$ cat src/rtl/gf16_pkg.sv
// Shared GF(2^4) definitions: field polynomial, element type, FSM state set.
// Latency: n/a (declarations and a combinational helper only).
// Backpressure: n/a.
package gf16_pkg;

    // P(x) = x^4 + x^3 + 1
    localparam logic [4:0] GF16_POLY = 5'b11001;

    typedef logic [3:0] gf16_t;

    localparam gf16_t GF16_ONE = 4'h1;

    typedef enum logic [1:0] {
        IDLE  = 2'd0,
        ITER  = 2'd1,
        FINAL = 2'd2,
        DONE  = 2'd3
    } gf16_state_e;

    // Multiply an element by x and reduce: x^4 folds back to x^3 + 1.
    function automatic gf16_t gf16_xtime(input gf16_t v);
        gf16_t sh;
        sh = {v[2:0], 1'b0};
        if (v[3]) begin
            sh = sh ^ GF16_POLY[3:0];
        end
        return sh;
    endfunction

endpackage

$ cat src/rtl/gf16_div_if.sv
// Operand/result handshake bundle for the GF(2^4) divider.
// Latency: n/a (wires only).
// Backpressure: in_valid/in_ready for operands, out_valid/out_ready for results.
// Signals: in_valid, in_ready, a, b (operand side); out_valid, out_ready, q,
// div_by_zero (result side). master = producer/consumer, slave = divider.
interface gf16_div_if;
    import gf16_pkg::*;

    logic  in_valid;
    logic  in_ready;
    gf16_t a;
    gf16_t b;
    logic  out_valid;
    logic  out_ready;
    gf16_t q;
    logic  div_by_zero;

    modport master (
        output in_valid, a, b, out_ready,
        input  in_ready, out_valid, q, div_by_zero
    );

    modport slave (
        input  in_valid, a, b, out_ready,
        output in_ready, out_valid, q, div_by_zero
    );

endinterface

$ cat src/rtl/gf16_mul.sv
// Combinational GF(2^4) multiplier, reduction by GF16_POLY.
// Latency: 0 cycles (pure combinational).
// Backpressure: none.
// Ports: x, y in (4 bits each); p out (4 bits) = x * y mod P(x).
module gf16_mul
    import gf16_pkg::*;
(
    input  gf16_t x,
    input  gf16_t y,
    output gf16_t p
);

    gf16_t acc;
    gf16_t sh;

    // Shift-and-add with reduction folded into every shift, so the
    // accumulator never exceeds 4 bits.
    always_comb begin
        acc = '0;
        sh  = x;
        for (int i = 0; i < 4; i++) begin
            if (y[i]) begin
                acc = acc ^ sh;
            end
            sh = gf16_xtime(sh);
        end
    end

    assign p = acc;

endmodule

$ cat src/rtl/gf16_div.sv
// Sequential GF(2^4) divider: q = a * b^14 = a / b, one operation in flight.
// Latency: out_valid rises 4 cycles after the operand accept edge; II = 6.
// Backpressure: holds the result in DONE while out_ready is low; in_ready only in IDLE.
// Ports: clk, rst_n (async active-low); bus (gf16_div_if.slave) carrying
// in_valid/in_ready/a/b and out_valid/out_ready/q/div_by_zero.
module gf16_div
    import gf16_pkg::*;
(
    input  logic       clk,
    input  logic       rst_n,
    gf16_div_if.slave  bus
);

    localparam logic [1:0] ST_IDLE  = 2'(IDLE);
    localparam logic [1:0] ST_ITER  = 2'(ITER);
    localparam logic [1:0] ST_FINAL = 2'(FINAL);
    localparam logic [1:0] ST_DONE  = 2'(DONE);

    logic [1:0] state;
    logic [1:0] cnt;
    gf16_t      a_r;
    gf16_t      t;
    gf16_t      r;
    logic       dz;
    gf16_t      q_r;
    logic       dz_out;
    logic       out_vld;

    gf16_t      t_sq;
    gf16_t      r_next;
    gf16_t      prod;

    // t walks B^2, B^4, B^8; r accumulates their product, reaching B^14.
    gf16_mul u_sq  (.x(t),   .y(t),    .p(t_sq));
    gf16_mul u_acc (.x(r),   .y(t_sq), .p(r_next));
    gf16_mul u_fin (.x(a_r), .y(r),    .p(prod));

    always_ff @(posedge clk or negedge rst_n) begin
        if (!rst_n) begin
            state   <= ST_IDLE;
            cnt     <= '0;
            a_r     <= '0;
            t       <= '0;
            r       <= '0;
            dz      <= 1'b0;
            q_r     <= '0;
            dz_out  <= 1'b0;
            out_vld <= 1'b0;
        end else begin
            case (state)
                ST_IDLE: begin
                    if (bus.in_valid) begin
                        a_r   <= bus.a;
                        t     <= bus.b;
                        r     <= GF16_ONE;
                        cnt   <= '0;
                        dz    <= (bus.b == '0);
                        state <= ST_ITER;
                    end
                end
                ST_ITER: begin
                    t   <= t_sq;
                    r   <= r_next;
                    cnt <= cnt + 2'd1;
                    if (cnt == 2'd2) begin
                        state <= ST_FINAL;
                    end
                end
                ST_FINAL: begin
                    // B=0 drives r to 0 anyway; the explicit zero keeps q
                    // defined independently of that property.
                    q_r     <= dz ? '0 : prod;
                    dz_out  <= dz;
                    out_vld <= 1'b1;
                    state   <= ST_DONE;
                end
                ST_DONE: begin
                    if (out_vld && bus.out_ready) begin
                        out_vld <= 1'b0;
                        state   <= ST_IDLE;
                    end
                end
                default: begin
                    state <= ST_IDLE;
                end
            endcase
        end
    end

    // in_ready is a pure state decode, so the consuming edge cannot also
    // accept: new operands are taken no earlier than the following edge.
    assign bus.in_ready    = (state == ST_IDLE);
    assign bus.out_valid   = out_vld;
    assign bus.q           = q_r;
    assign bus.div_by_zero = dz_out;

endmodule

$ cat src/flat_wrapper.sv
// flat-port wrapper written by rule: the top's interface ports become plain ports
module gf16_div_flat import gf16_pkg::*;
  (clk, rst_n, bus_in_valid, bus_a, bus_b, bus_out_ready, bus_in_ready, bus_out_valid, bus_q, bus_div_by_zero);
  gf16_div_if bus_i ();
  input  logic clk;
  input  logic rst_n;
  input wire logic [$bits(bus_i.in_valid)-1:0] bus_in_valid;
  input wire logic [$bits(bus_i.a)-1:0] bus_a;
  input wire logic [$bits(bus_i.b)-1:0] bus_b;
  input wire logic [$bits(bus_i.out_ready)-1:0] bus_out_ready;
  output wire logic [$bits(bus_i.in_ready)-1:0] bus_in_ready;
  output wire logic [$bits(bus_i.out_valid)-1:0] bus_out_valid;
  output wire logic [$bits(bus_i.q)-1:0] bus_q;
  output wire logic [$bits(bus_i.div_by_zero)-1:0] bus_div_by_zero;
  assign bus_i.in_valid = bus_in_valid;
  assign bus_i.a = bus_a;
  assign bus_i.b = bus_b;
  assign bus_i.out_ready = bus_out_ready;
  assign bus_in_ready = bus_i.in_ready;
  assign bus_out_valid = bus_i.out_valid;
  assign bus_q = bus_i.q;
  assign bus_div_by_zero = bus_i.div_by_zero;
  gf16_div u_core (.clk(clk), .rst_n(rst_n), .bus(bus_i));
endmodule
$ cat config.mk
export PLATFORM = sky130hd
export DESIGN_NAME = gf16_div_flat
export DESIGN_NICKNAME = d
export VERILOG_FILES = /design/src/rtl/gf16_pkg.sv /design/src/rtl/gf16_div_if.sv /design/src/rtl/gf16_mul.sv /design/src/rtl/gf16_div.sv /design/src/flat_wrapper.sv
export SDC_FILE = /design/constraint.sdc
export NUM_CORES = 1
export LEC_CHECK = 0
export BUFFER_PORTS_ARGS = -buffer_cell sky130_fd_sc_hd__buf_2
export CORE_AREA = 3 3 75 77
export CTS_BUF_LIST = sky130_fd_sc_hd__clkbuf_8
export CTS_CLUSTER_DIAMETER = 60
export DETAILED_ROUTE_END_ITERATION = 16
export DIE_AREA = 0 0 78 80
export GPL_TIMING_DRIVEN = 1
export HOLD_SLACK_MARGIN = 0.03
export PLACE_DENSITY = 0.57
export SLEW_MARGIN = 20
export SYNTH_ARGS = -nofsm -noshare
export SYNTH_HDL_FRONTEND = slang
export SYNTH_SLANG_ARGS = --single-unit
$ cat constraint.sdc
create_clock -name clk -period 4.2 [get_ports clk]
set_clock_uncertainty 0.2 [all_clocks]
set_input_delay 0.63 -clock clk [delete_from_list [all_inputs] [get_ports clk]]
set_output_delay 0.63 -clock clk [all_outputs]
set_load 0.02 [all_outputs]
# == Yosys cells after proc, flatten, opt, wreduce, memory -nomap -nowiden ==
# Index checks and enable logic that the tools add are counted.
# word_totals
reg_bits,23
elab_cells,78
input_bits,12
out_inout_bits,7
# op_classes
add_sub_neg,1
n_reduce_logical,9
n_bitwise,18
n_eq_ne,7
muxes,34
# op_table
op,n
4-bit 2-to-1 mux,24
4-bit XOR,9
2-bit inverter,9
4-bit case mux with 2 select lines,2
2-bit 2-to-1 mux,4
2-bit case mux with 4 select lines,1
"2-bit == test, second input constant",3
2-bit AND reduction,3
4-bit logical NOT,1
"2-bit by 1-bit inequality test with 1-bit output, second input constant",2
2-bit case mux with 2 select lines,1
2-bit nonzero test,2
3-bit AND reduction,1
"2-bit by 1-bit adder with 2-bit output, second input constant",1
"2-bit by 1-bit == test with 1-bit output, second input constant",1
2-bit logical NOT,1
"2-bit inequality test, second input constant",1
1-bit case mux with 2 select lines,1
1-bit logical AND,1
1-bit 2-to-1 mux,1

# == Depth between registers and ports, before layout ==
# Gate-level depths: netlist of the first run.
# logic_depth
word_depth,16
mapped_depth,9
depth_no_buf,8

# == By module ==
# A second synthesis of the first run with hierarchy kept.
# hier_totals
cells_unflattened,199
area_unflattened_um2,1859.3
# modules_own_cells
mod,area_per_inst_um2,instances,cells_per_inst
gf16_div,1082.3,1,94
gf16_mul,259.0,3,35

# == Worst setup path after synthesis of the first run ==
# Ideal clock, no wire load.
# synth_timing
path_type,register to register
start,reg u_core.t[3]
end,reg u_core.r[3]
path_stages_with_launch,10
arrival_time_ps,2142
path_buffers,1
path_slack_ps,1786
path_cell_list,dfrtp_1 buf_6 inv_1 ha_1 inv_1 o21a_1 o32a_1 o21a_1 a221oi_2 nand4b_1
# synth_via
elab_chain_len,15
word_cells_on_any_way,18
# synth_rtl
element,line,text
from (decl),gf16_div.sv:22,gf16_t t;
from (signal assigned),gf16_div.sv:54,t <= bus.b;
from (signal assigned),gf16_div.sv:62,t <= t_sq;
4-bit 2-to-1 mux,gf16_pkg.sv:24,if (v[3]) begin
4-bit XOR,gf16_mul.sv:23,acc = acc ^ sh;
4-bit 2-to-1 mux,gf16_mul.sv:22,if (y[i]) begin
4-bit XOR,gf16_mul.sv:23,
4-bit 2-to-1 mux,gf16_mul.sv:22,
4-bit XOR,gf16_mul.sv:23,
4-bit 2-to-1 mux *,gf16_mul.sv:22,
4-bit 2-to-1 mux,gf16_mul.sv:22,
4-bit XOR,gf16_mul.sv:23,
4-bit 2-to-1 mux,gf16_mul.sv:22,
4-bit XOR,gf16_mul.sv:23,
4-bit 2-to-1 mux,gf16_mul.sv:22,
4-bit XOR,gf16_mul.sv:23,
4-bit 2-to-1 mux *,gf16_mul.sv:22,
4-bit case mux with 2 select lines *,gf16_div.sv:50,case (state)
to (signal assigned),gf16_div.sv:63,r <= r_next;
to (decl),gf16_div.sv:23,gf16_t r;
# Every way passes the cells marked *; elsewhere a longest branch is shown, timed or not.
# A chain may end at the register's enable or synchronous reset.

# == Final worst setup path of the first run ==
# Same ends and word-level chain as after synthesis.

==> results_dict.tcl, run 1 <==
set metrics [dict create \
    outcome "complete, no violations" \
    yosysTopAreaCellShare_pct 29.0 \
    power_density_mw_per_mm2 944 \
    yosys.area_share.simple_pct 20.7 \
    cts_buffer_depth 2 \
    finalWirelength_um 4490 \
    clockPowerShare_pct 7.2 \
    globalRouteOverflowTotal 0 \
    max_freq_mhz 348 \
    num_vias 1683 \
    power.share.combinational_pct 66.5 \
    dr.pass1.iters 4 \
    maxCapViolations 0 \
    synth_area_leaders "dfrtp_1 29%, nand2_1 5.9%, o21ai_0 5.8%, ha_1 4.4%, mux2_2 4.0%" \
    synthAdderAreaFrac_pct 4.41 \
    yosys.area.top_type "dfrtp_1" \
    post_dp_cell_area_mm2 0.00207 \
    yosysUniqueCellTypes 53 \
    cellLeakagePower_nw 0.888 \
    clkSinkCount 23 \
    gp_congestion 0.843 \
    crit_required_ps 4210 \
    cts.clk_slew.worst_paths_ps 90 \
    root_buffer "clkbuf_8" \
    crit_top_cell "inv_1" \
    synth_top_family_by_area "compound AO/OA/AOI/OAI gates" \
    fp.dieH_um 80 \
    synth_fp_nets 259 \
    io_pins 19 \
    async_flop_share_pct 100 \
    p_sw_mw 1.01 \
    finalInstanceArea_mm2 0.00212 \
    hold_buffers 0 \
    synth-compound-area-share_pct 23.3 \
    synth_mux_area_share_pct 4.47 \
    p_seq_share_pct 26.3 \
    h-tree-depth 1 \
    clock_latency_ps 270 \
    critPathArrivalTime_ps 2880 \
    path_buf_inv 2 \
    via_per_inst 5.34 \
    synth_ff_type "dfrtp_1" \
    avgSynthCellArea_um2 8.27 \
    timing.rr.start "u_core.t[3]" \
    grt_pass1_vias 1537 \
    ys_warn_count 0 \
    drtIter0Drc 111 \
    cpPeakStageDelay_ps 620 \
    tightest_slew_ps 831 \
    cts_resized 0 \
    grt.total_usage_pct 15.2 \
    ant_nets 0 \
    synth-edff-count 0 \
    ys_ff_latch 23 \
    rsz0062_at_grt "false" \
    post-cts-setup-buffers 0 \
    rows 26 \
    finalSetupViolCount 0 \
    synth_top_cells_by_count "31 x nand2_1, 23 x dfrtp_1, 23 x o21ai_0, 14 x a21oi_1, 14 x inv_1" \
    switching_share_pct 50.6 \
    wl_per_cell_um 14.2 \
    utilization_pct 41.8 \
    num-nets-final 265 \
    relSlewSlack_pct 44.0 \
    grt_pass1_wl_um 7710 \
    synth_area_mm2 0.00199 \
    criticalPathCategory "flop to flop" \
    drive_above_1_share_pct 14.3 \
    antenna_found_initial 0 \
    cp_cell_sequence "inv_1 > ha_1 > inv_1 > or3_1 > a221oi_1 > a221oi_2 > a2bb2oi_1 > nand4b_1" \
    hold_path.class "primary input to async pin" \
    layout_worst_path_cycle_share_pct 68.3 \
    dpl.hpwl_um 3200 \
    irDropWorstVdd_mv 0.371 \
    synth_most_common_cell "nand2_1" \
    antenna_cells 0 \
    start_kind "flop" \
    finalMaxSlewViolations 0 \
    ys_seq_area_share_pct 29.0 \
    worstSetupStartpoint "u_core.t[3]" \
    end_kind "flop" \
    area_growth_pct 6.81 \
    tritoncts "built" \
    die_width_um 78 \
    cts_buffers 3 \
    p_int_uw 988 \
    slowest_stage "dfrtp_1" \
    critPathTopFamily "compound AO/OA/AOI/OAI gates" \
    grt_max_degree 24 \
    hold_viol 0 \
    crit_fanout 11 \
    portBuffers 18 \
    netlist_instances 240 \
    tns_ps 0 \
    min_period_ps 2870 \
    core-area_mm2 0.00507 \
    dieArea_mm2 0.00624 \
    synth-xor-area-share_pct 11.0 \
    drcViolationCount 0 \
    finalPower_mw 2.00 \
    initial_core_util_pct 39.1 \
]
## cell families after synthesis
logic type / count (synthesis)
simple gates: 80
compound gates: 71
buf+inv: 31
flops: 23
xor+xnor: 20
mux: 8
fa+ha+maj: 7
## state kept, by name, summed over array words and instances (netlist names)
name                    count
u_core.state                2
u_core.bus.out_valid        1
u_core.bus.div_by_zero      1
u_core.t                    4
u_core.dz                   1
u_core.r                    4
u_core.cnt                  2
u_core.a_r                  4
u_core.bus.q                4
## metrics by stage
stage	hold slack (ps)	setup WS, ps	instances
floorplan	134	1790	240
global placement	268	1470	311
detailed placement	284	1420	311
CTS	150	1380	315
global route	164	1170	315
finish	130	1330	315
## layer usage
metal / track usage (%) / part of all wire, % / wire [um]
met5: 0 / 0 / 0
met2: 24.0 / 46 / 2090
met3: 1.58 / 2.8 / 127
met1: 22.3 / 50 / 2230
met4: 3.67 / 0.89 / 40
## worst paths after layout
kind | end | slack [ps] | depth (start not counted)
worst max-delay path | u_core.r[3] | 1330 | 8
max in group asynchronous | u_core.state[0] | 3310 | 1
worst min-delay path | u_core.t[3] | 130 | 1
min in group clk | u_core.cnt[1] | 310 | 2
worst min register to register | u_core.cnt[1] | 310 | 2
worst max register to register | u_core.r[3] | 1330 | 8
## area by class of cell
cell class | instances | area (um2)
tap | 70 | 87.6
inverter | 14 | 52.6
sequential | 23 | 576
timing repair buffer | 18 | 90.1
fill | 532 | 2950
multi-input combinational | 186 | 1270
clock buffer | 3 | 41.3
clock inverter | 1 | 5.00
## cell usage in the layout, fill, tap and decap left out, types with 8 or more instances in the layout
cell type and count:
buf_2 18, xnor2_1 9, nand2b_1 8, a21oi_1 14, nand2_1 31, o21ai_0 23
nor2_1 10, dfrtp_1 23, inv_1 14
## worst register-to-register path, cell delays in order (launching register included)
cell       delay (ps)
dfrtp_1           620
inv_1             140
ha_1              490
inv_1             160
or3_1             410
a221oi_1          420
a221oi_2           90
a2bb2oi_1         160
nand4b_1          130
## power groups by stage
stage	Sequential (mW)	Combinational [mW]	Clock (mW)
CTS	0.523	1.33	0.149
global route	0.551	1.50	0.159
detailed placement	0.527	1.32	0
finish	0.526	1.33	0.144
floorplan	0.421	1.19	0
global placement	0.528	1.32	0
(Power assumes the default switching activity.)
==> run 2: changes to the inputs <==
--- a/config.mk
+++ b/config.mk
@@ -13,7 +13,7 @@
 export DIE_AREA = 0 0 78 80
 export GPL_TIMING_DRIVEN = 1
 export HOLD_SLACK_MARGIN = 0.03
-export PLACE_DENSITY = 0.57
+export PLACE_DENSITY = 0.59
 export SLEW_MARGIN = 20
 export SYNTH_ARGS = -nofsm -noshare
 export SYNTH_HDL_FRONTEND = slang
==> constraint.sdc (replaced) <==
create_clock -name clk -period 2.6 [get_ports clk]
set_clock_uncertainty 0.2 [all_clocks]
set_input_delay 0.39 -clock clk [delete_from_list [all_inputs] [get_ports clk]]
set_output_delay 0.39 -clock clk [all_outputs]
set_load 0.02 [all_outputs]
==> run 2 against run 1 <==
Compared with the run above:
- setup slack worse by 1200 ps
- register-to-register slack worse by 1200 ps
- design area up 4.5%
- die area unchanged
- highest routed layer unchanged
==> results_dict.tcl, run 2 (same netlist as run 1, synthesis figures left out) <==
set metrics [dict create \
    outcome "complete, no violations" \
    antenna_found_initial 0 \
    rsz0062_at_grt "false" \
    timing.rr.start "u_core.t[2]" \
    dr.pass1.iters 4 \
    clkSinkCount 23 \
    p_sw_mw 1.67 \
    critPathArrivalTime_ps 2380 \
    initial_core_util_pct 39.1 \
    post-cts-setup-buffers 0 \
    criticalPathCategory "flop to flop" \
    power_density_mw_per_mm2 1520 \
    drive_above_1_share_pct 18.3 \
    core-area_mm2 0.00507 \
    die_width_um 78 \
    fp.dieH_um 80 \
    critPathTopFamily "simple AND/OR/NAND/NOR gates" \
    tns_ps 0 \
    grtUsageMet1_pct 22.9 \
    grt_busiest_layer "met2" \
    slowest_stage "dfrtp_1" \
    placed_cells 322 \
    drtIter0Drc 190 \
    max_freq_mhz 413 \
    num_vias 1769 \
    finalPower_mw 3.37 \
    final_cell_mix "31 x nand2_1, 23 x o21ai_0, 23 x dfrtp_1" \
    globalRouteOverflowTotal 0 \
    place_ws_ps 181 \
    tightest_slew_ps 775 \
    io_pins 19 \
    nFillCells 542 \
    start_kind "flop" \
    dieArea_mm2 0.00624 \
    finalWirelength_um 4830 \
    p_seq_share_pct 22.5 \
    portBuffers 18 \
    cts_buffer_depth 2 \
    ant_nets 0 \
    met3_usage_pct 1.35 \
    crit_fanout 7 \
    hold_path.class "primary input to flop" \
    p_int_mw 1.70 \
    wl_per_cell_um 14.8 \
    seqCellArea_um2 576 \
    gp_congestion 0.846 \
    grt_pass1_wl_um 8020 \
    multi_input_area_mm2 0.00127 \
    power.share.combinational_pct 70.3 \
    finalInstanceArea_mm2 0.00222 \
    finalSetupViolCount 0 \
    num-nets-final 277 \
    switching_share_pct 49.5 \
    grt.total_usage_pct 15.8 \
    dpl.hpwl_um 3490 \
    cpPeakStageDelay_ps 440 \
    path_depth 8 \
    met2_usage_pct 25.1 \
    cellLeakagePower_nw 0.942 \
    drcViolationCount 0 \
    r2r_end "u_core.r[3]" \
    irDropWorstVdd_mv 0.735 \
    cp_cell_sequence "inv_1 > ha_2 > and2b_1 > nor2_4 > xnor3_1 > a221oi_2 > a2bb2oi_1 > nand4b_1" \
    via_per_inst 5.41 \
    holdPathEnd "u_core.bus.out_valid" \
    clock_latency_ps 270 \
    clockPowerShare_pct 7.1 \
    setup_slack_ps 179 \
    min_period_ps 2420 \
    reg2reg_setup_slack_ps 180 \
    layout_commonest_cell "nand2_1" \
    root_buffer "clkbuf_8" \
    crit_required_ps 2560 \
    grt_max_degree 24 \
    grt_pass1_vias 1653 \
    hold_depth 2 \
    stdcell_count 327 \
    relSlewSlack_pct 47.8 \
    rows 26 \
    h-tree-depth 1 \
    end_kind "flop" \
    antenna_cells 0 \
    maxCapViolations 0 \
    cts.clk_slew.worst_paths_ps 90 \
    hold_viol 0 \
    holdCritStartpoint "bus_out_ready" \
    post_dp_cell_area_mm2 0.00216 \
    layout_worst_path_cycle_share_pct 93.1 \
    r2r_cells 8 \
    tritoncts "built" \
    area_growth_pct 11.6 \
    path_buf_inv 1 \
    finalMaxSlewViolations 0 \
    cts_buffers 3 \
]
## run 2: cell types whose count changed in the layout (fill, tap and decap cells not counted)
cell,before,now
dlygate4sd3_1,0,1
ha_1,7,6
buf_4,0,11
ha_2,0,1
## run 2: how the worst max path moves through the flow
stage	end	slack (ps)	start
after floorplan	u_core.r[3]	190	u_core.t[3]
after global placement	u_core.r[3]	250	u_core.t[2]
after detailed placement	u_core.r[3]	180	u_core.t[2]
after CTS	u_core.r[3]	160	u_core.t[2]
after global routing	u_core.r[3]	50	u_core.t[2]
final	u_core.r[3]	180	u_core.t[2]
## run 2: layout make-up
type / instances / share of cell area (%)
multi-input combinational: 186 / 57.4
inverter: 14 / 2.37
sequential: 23 / 26.0
tap: 70 / 3.95
clock buffer: 3 / 1.86
clock inverter: 1 / 0.226
timing repair buffer: 30 / 8.24
## run 2: routing by layer
layer / share of wire, % / vias to the layer above
met5: 0 / -
met4: 0.81 / 0
met3: 5.4 / 5
met2: 47 / 56
met1: 47 / 824
li1: - / 884
## run 2: timing repair
action,in CTS,in global routing
hold buffers,1,0
hold endpoints to repair,23,0
gates resized for setup,0,1
endpoints found under the setup margin,0,1
## run 2: power groups by stage
| stage | Clock [mW] | Combinational [mW] | Sequential (mW) |
|---|---|---|---|
| after global routing | 0.257 | 2.65 | 0.798 |
| after CTS | 0.245 | 2.36 | 0.756 |
| final | 0.239 | 2.37 | 0.759 |
| after floorplan | 0 | 1.92 | 0.679 |
| after detailed placement | 0 | 2.35 | 0.764 |
| after global placement | 0 | 2.34 | 0.755 |
## run 2: through the flow
| step | hold WS, ps | utilization, % |
|---|---|---|
| 2_1_floorplan | -106 | - |
| 3_3_place_gp | 217 | 42.5 |
| 3_5_place_dp | 218 | 42.5 |
| 4_1_cts | 110 | 43.6 |
| 5_1_grt | 114 | 43.7 |
| 6_report | 116 | 43.7 |
==> run 3: changes to the inputs <==
--- a/config.mk
+++ b/config.mk
@@ -6,11 +6,11 @@
 export NUM_CORES = 1
 export LEC_CHECK = 0
 export BUFFER_PORTS_ARGS = -buffer_cell sky130_fd_sc_hd__buf_2
-export CORE_AREA = 3 3 75 77
+export CORE_AREA = 2 2 74 76
 export CTS_BUF_LIST = sky130_fd_sc_hd__clkbuf_8
 export CTS_CLUSTER_DIAMETER = 60
 export DETAILED_ROUTE_END_ITERATION = 16
-export DIE_AREA = 0 0 78 80
+export DIE_AREA = 0 0 76 78
 export GPL_TIMING_DRIVEN = 1
 export HOLD_SLACK_MARGIN = 0.03
 export PLACE_DENSITY = 0.59
==> run 3 against run 2 <==
Compared with the run above:
- first-iteration DRC count shrank 53%
- hold slack improved by 5.9 ps
- sequential cell count stayed put
- critical path depth stayed put
- via count grew 0.73%
- design area decreased by 0.34%
- clock power decreased by 2%
- critical endpoint unchanged
- largest cell class unchanged
==> results_dict.tcl, run 3 (same netlist as run 1, synthesis figures left out) <==
set metrics [dict create \
    gp_congestion 0.833 \
    hold_depth 2 \
    setup_slack_ps 158 \
    initial_core_util_pct 39.4 \
    crit_fanout 7 \
    outcome "complete, no violations" \
    holdCritStartpoint "bus_out_ready" \
    finalInstanceArea_mm2 0.00221 \
    tns_ps 0 \
    antenna_found_initial 0 \
    stdcell_count 326 \
    wl_per_cell_um 14.2 \
    dr.pass1.iters 5 \
    holdPathEnd "u_core.bus.out_valid" \
    hold_path.class "primary input to flop" \
    placed_cells 321 \
    dpl.hpwl_um 3400 \
    hold_viol 0 \
    grt_pass1_wl_um 7910 \
    post-cts-setup-buffers 0 \
    tritoncts "built" \
    grt.total_usage_pct 16.3 \
    io_pins 19 \
    tightest_slew_ps 905 \
    cellLeakagePower_nw 0.938 \
    power.share.combinational_pct 70.9 \
    layout_worst_path_cycle_share_pct 93.9 \
    num_vias 1782 \
    h-tree-depth 1 \
    grt_max_degree 24 \
    final_cell_mix "31 x nand2_1, 23 x o21ai_0, 23 x dfrtp_1" \
    clkSinkCount 23 \
    cts_buffer_depth 2 \
    layout_commonest_cell "nand2_1" \
    critPathArrivalTime_ps 2400 \
    globalRouteOverflowTotal 0 \
    area_growth_pct 11.2 \
    root_buffer "clkbuf_8" \
    r2r_end "u_core.r[3]" \
    place_ws_ps 135 \
    power_density_mw_per_mm2 1520 \
    p_int_mw 1.69 \
    dieArea_mm2 0.00593 \
    ant_nets 0 \
    relSlewSlack_pct 39.0 \
    clock_latency_ps 270 \
    drive_above_1_share_pct 18.0 \
    irDropWorstVdd_mv 0.667 \
    via_per_inst 5.47 \
    rsz0062_at_grt "false" \
    holdWs_ps 122 \
    start_kind "flop" \
    reg2reg_setup_slack_ps 160 \
    r2r_cells 8 \
    switching_share_pct 49.5 \
    finalMaxSlewViolations 0 \
    criticalPathCategory "flop to flop" \
    num-nets-final 276 \
    finalSetupViolCount 0 \
    fp.dieH_um 78 \
    max_freq_mhz 409 \
    maxCapViolations 0 \
    crit_required_ps 2560 \
    finalWirelength_um 4620 \
    rows 26 \
    post_dp_cell_area_mm2 0.00215 \
    antenna_cells 0 \
    end_kind "flop" \
    core-area_mm2 0.00504 \
    cts_buffers 3 \
    grt_pass1_vias 1666 \
    drcViolationCount 0 \
    p_seq_share_pct 22.1 \
    cts.clk_slew.worst_paths_ps 90 \
    die_width_um 76 \
    clockPowerShare_pct 7.0 \
    worstSetupStartpoint "u_core.t[3]" \
    p_sw_mw 1.66 \
    drtIter0Drc 89 \
    portBuffers 18 \
    timing.rr.start "u_core.t[3]" \
    min_period_ps 2440 \
]
==> run 3: what timing repair did <==
item	CTS	global route
hold buffers	1	0
resized for setup	0	1
endpoints found under the setup margin	0	1
endpoints found under the hold margin	23	0
==> run 3: worst max-delay path, stage by stage, from the launching register on <==
cell and delay, ps:
dfrtp_1 440, inv_1 120, ha_2 240, and2b_1 260
nor2_4 160, xnor3_1 320, a221oi_2 280, a2bb2oi_1 200
nand4b_1 100
==> run 3: through the flow <==
stage	utilization, %	power [mW]
5_1_grt	43.8	3.68
3_3_place_gp	42.6	3.08
3_5_place_dp	42.6	3.10
4_1_cts	43.7	3.35
6_report	43.8	3.35
2_1_floorplan	-	2.60
==> run 3: cell type report <==
type                       count  area [um2]
clock buffer                   3        41.3
inverter                      14        52.6
timing repair buffer          29         175
fill                         495        2830
sequential                    23         576
clock inverter                 1        5.00
tap                           70        87.6
multi-input combinational    186        1270
==> run 3: power by group through the flow <==
stage | Sequential [mW] | Clock (mW) | Combinational, mW
6_report | 0.742 | 0.235 | 2.38
5_1_grt | 0.779 | 0.257 | 2.64
4_1_cts | 0.738 | 0.245 | 2.36
3_5_place_dp | 0.747 | 0 | 2.35
3_3_place_gp | 0.742 | 0 | 2.34
2_1_floorplan | 0.679 | 0 | 1.92
==> run 3: per-layer routing <==
layer  share of wire, %  vias up  wire [um]  global-route usage [%]
met3                4.1        7        190                    1.86
met5                  0        -          0                       0
met4                1.3        0         59                    5.64
met2                 47       43       2160                    27.1
li1                   -      882          -                       -
met1                 48      850       2200                    22.0
==> run 3: how the worst max path moves through the flow <==
stage / to
after floorplan: u_core.r[3]
after global placement: u_core.r[3]
after detailed placement: u_core.r[3]
after CTS: u_core.r[3]
after global routing: u_core.r[3]
final: u_core.r[3]
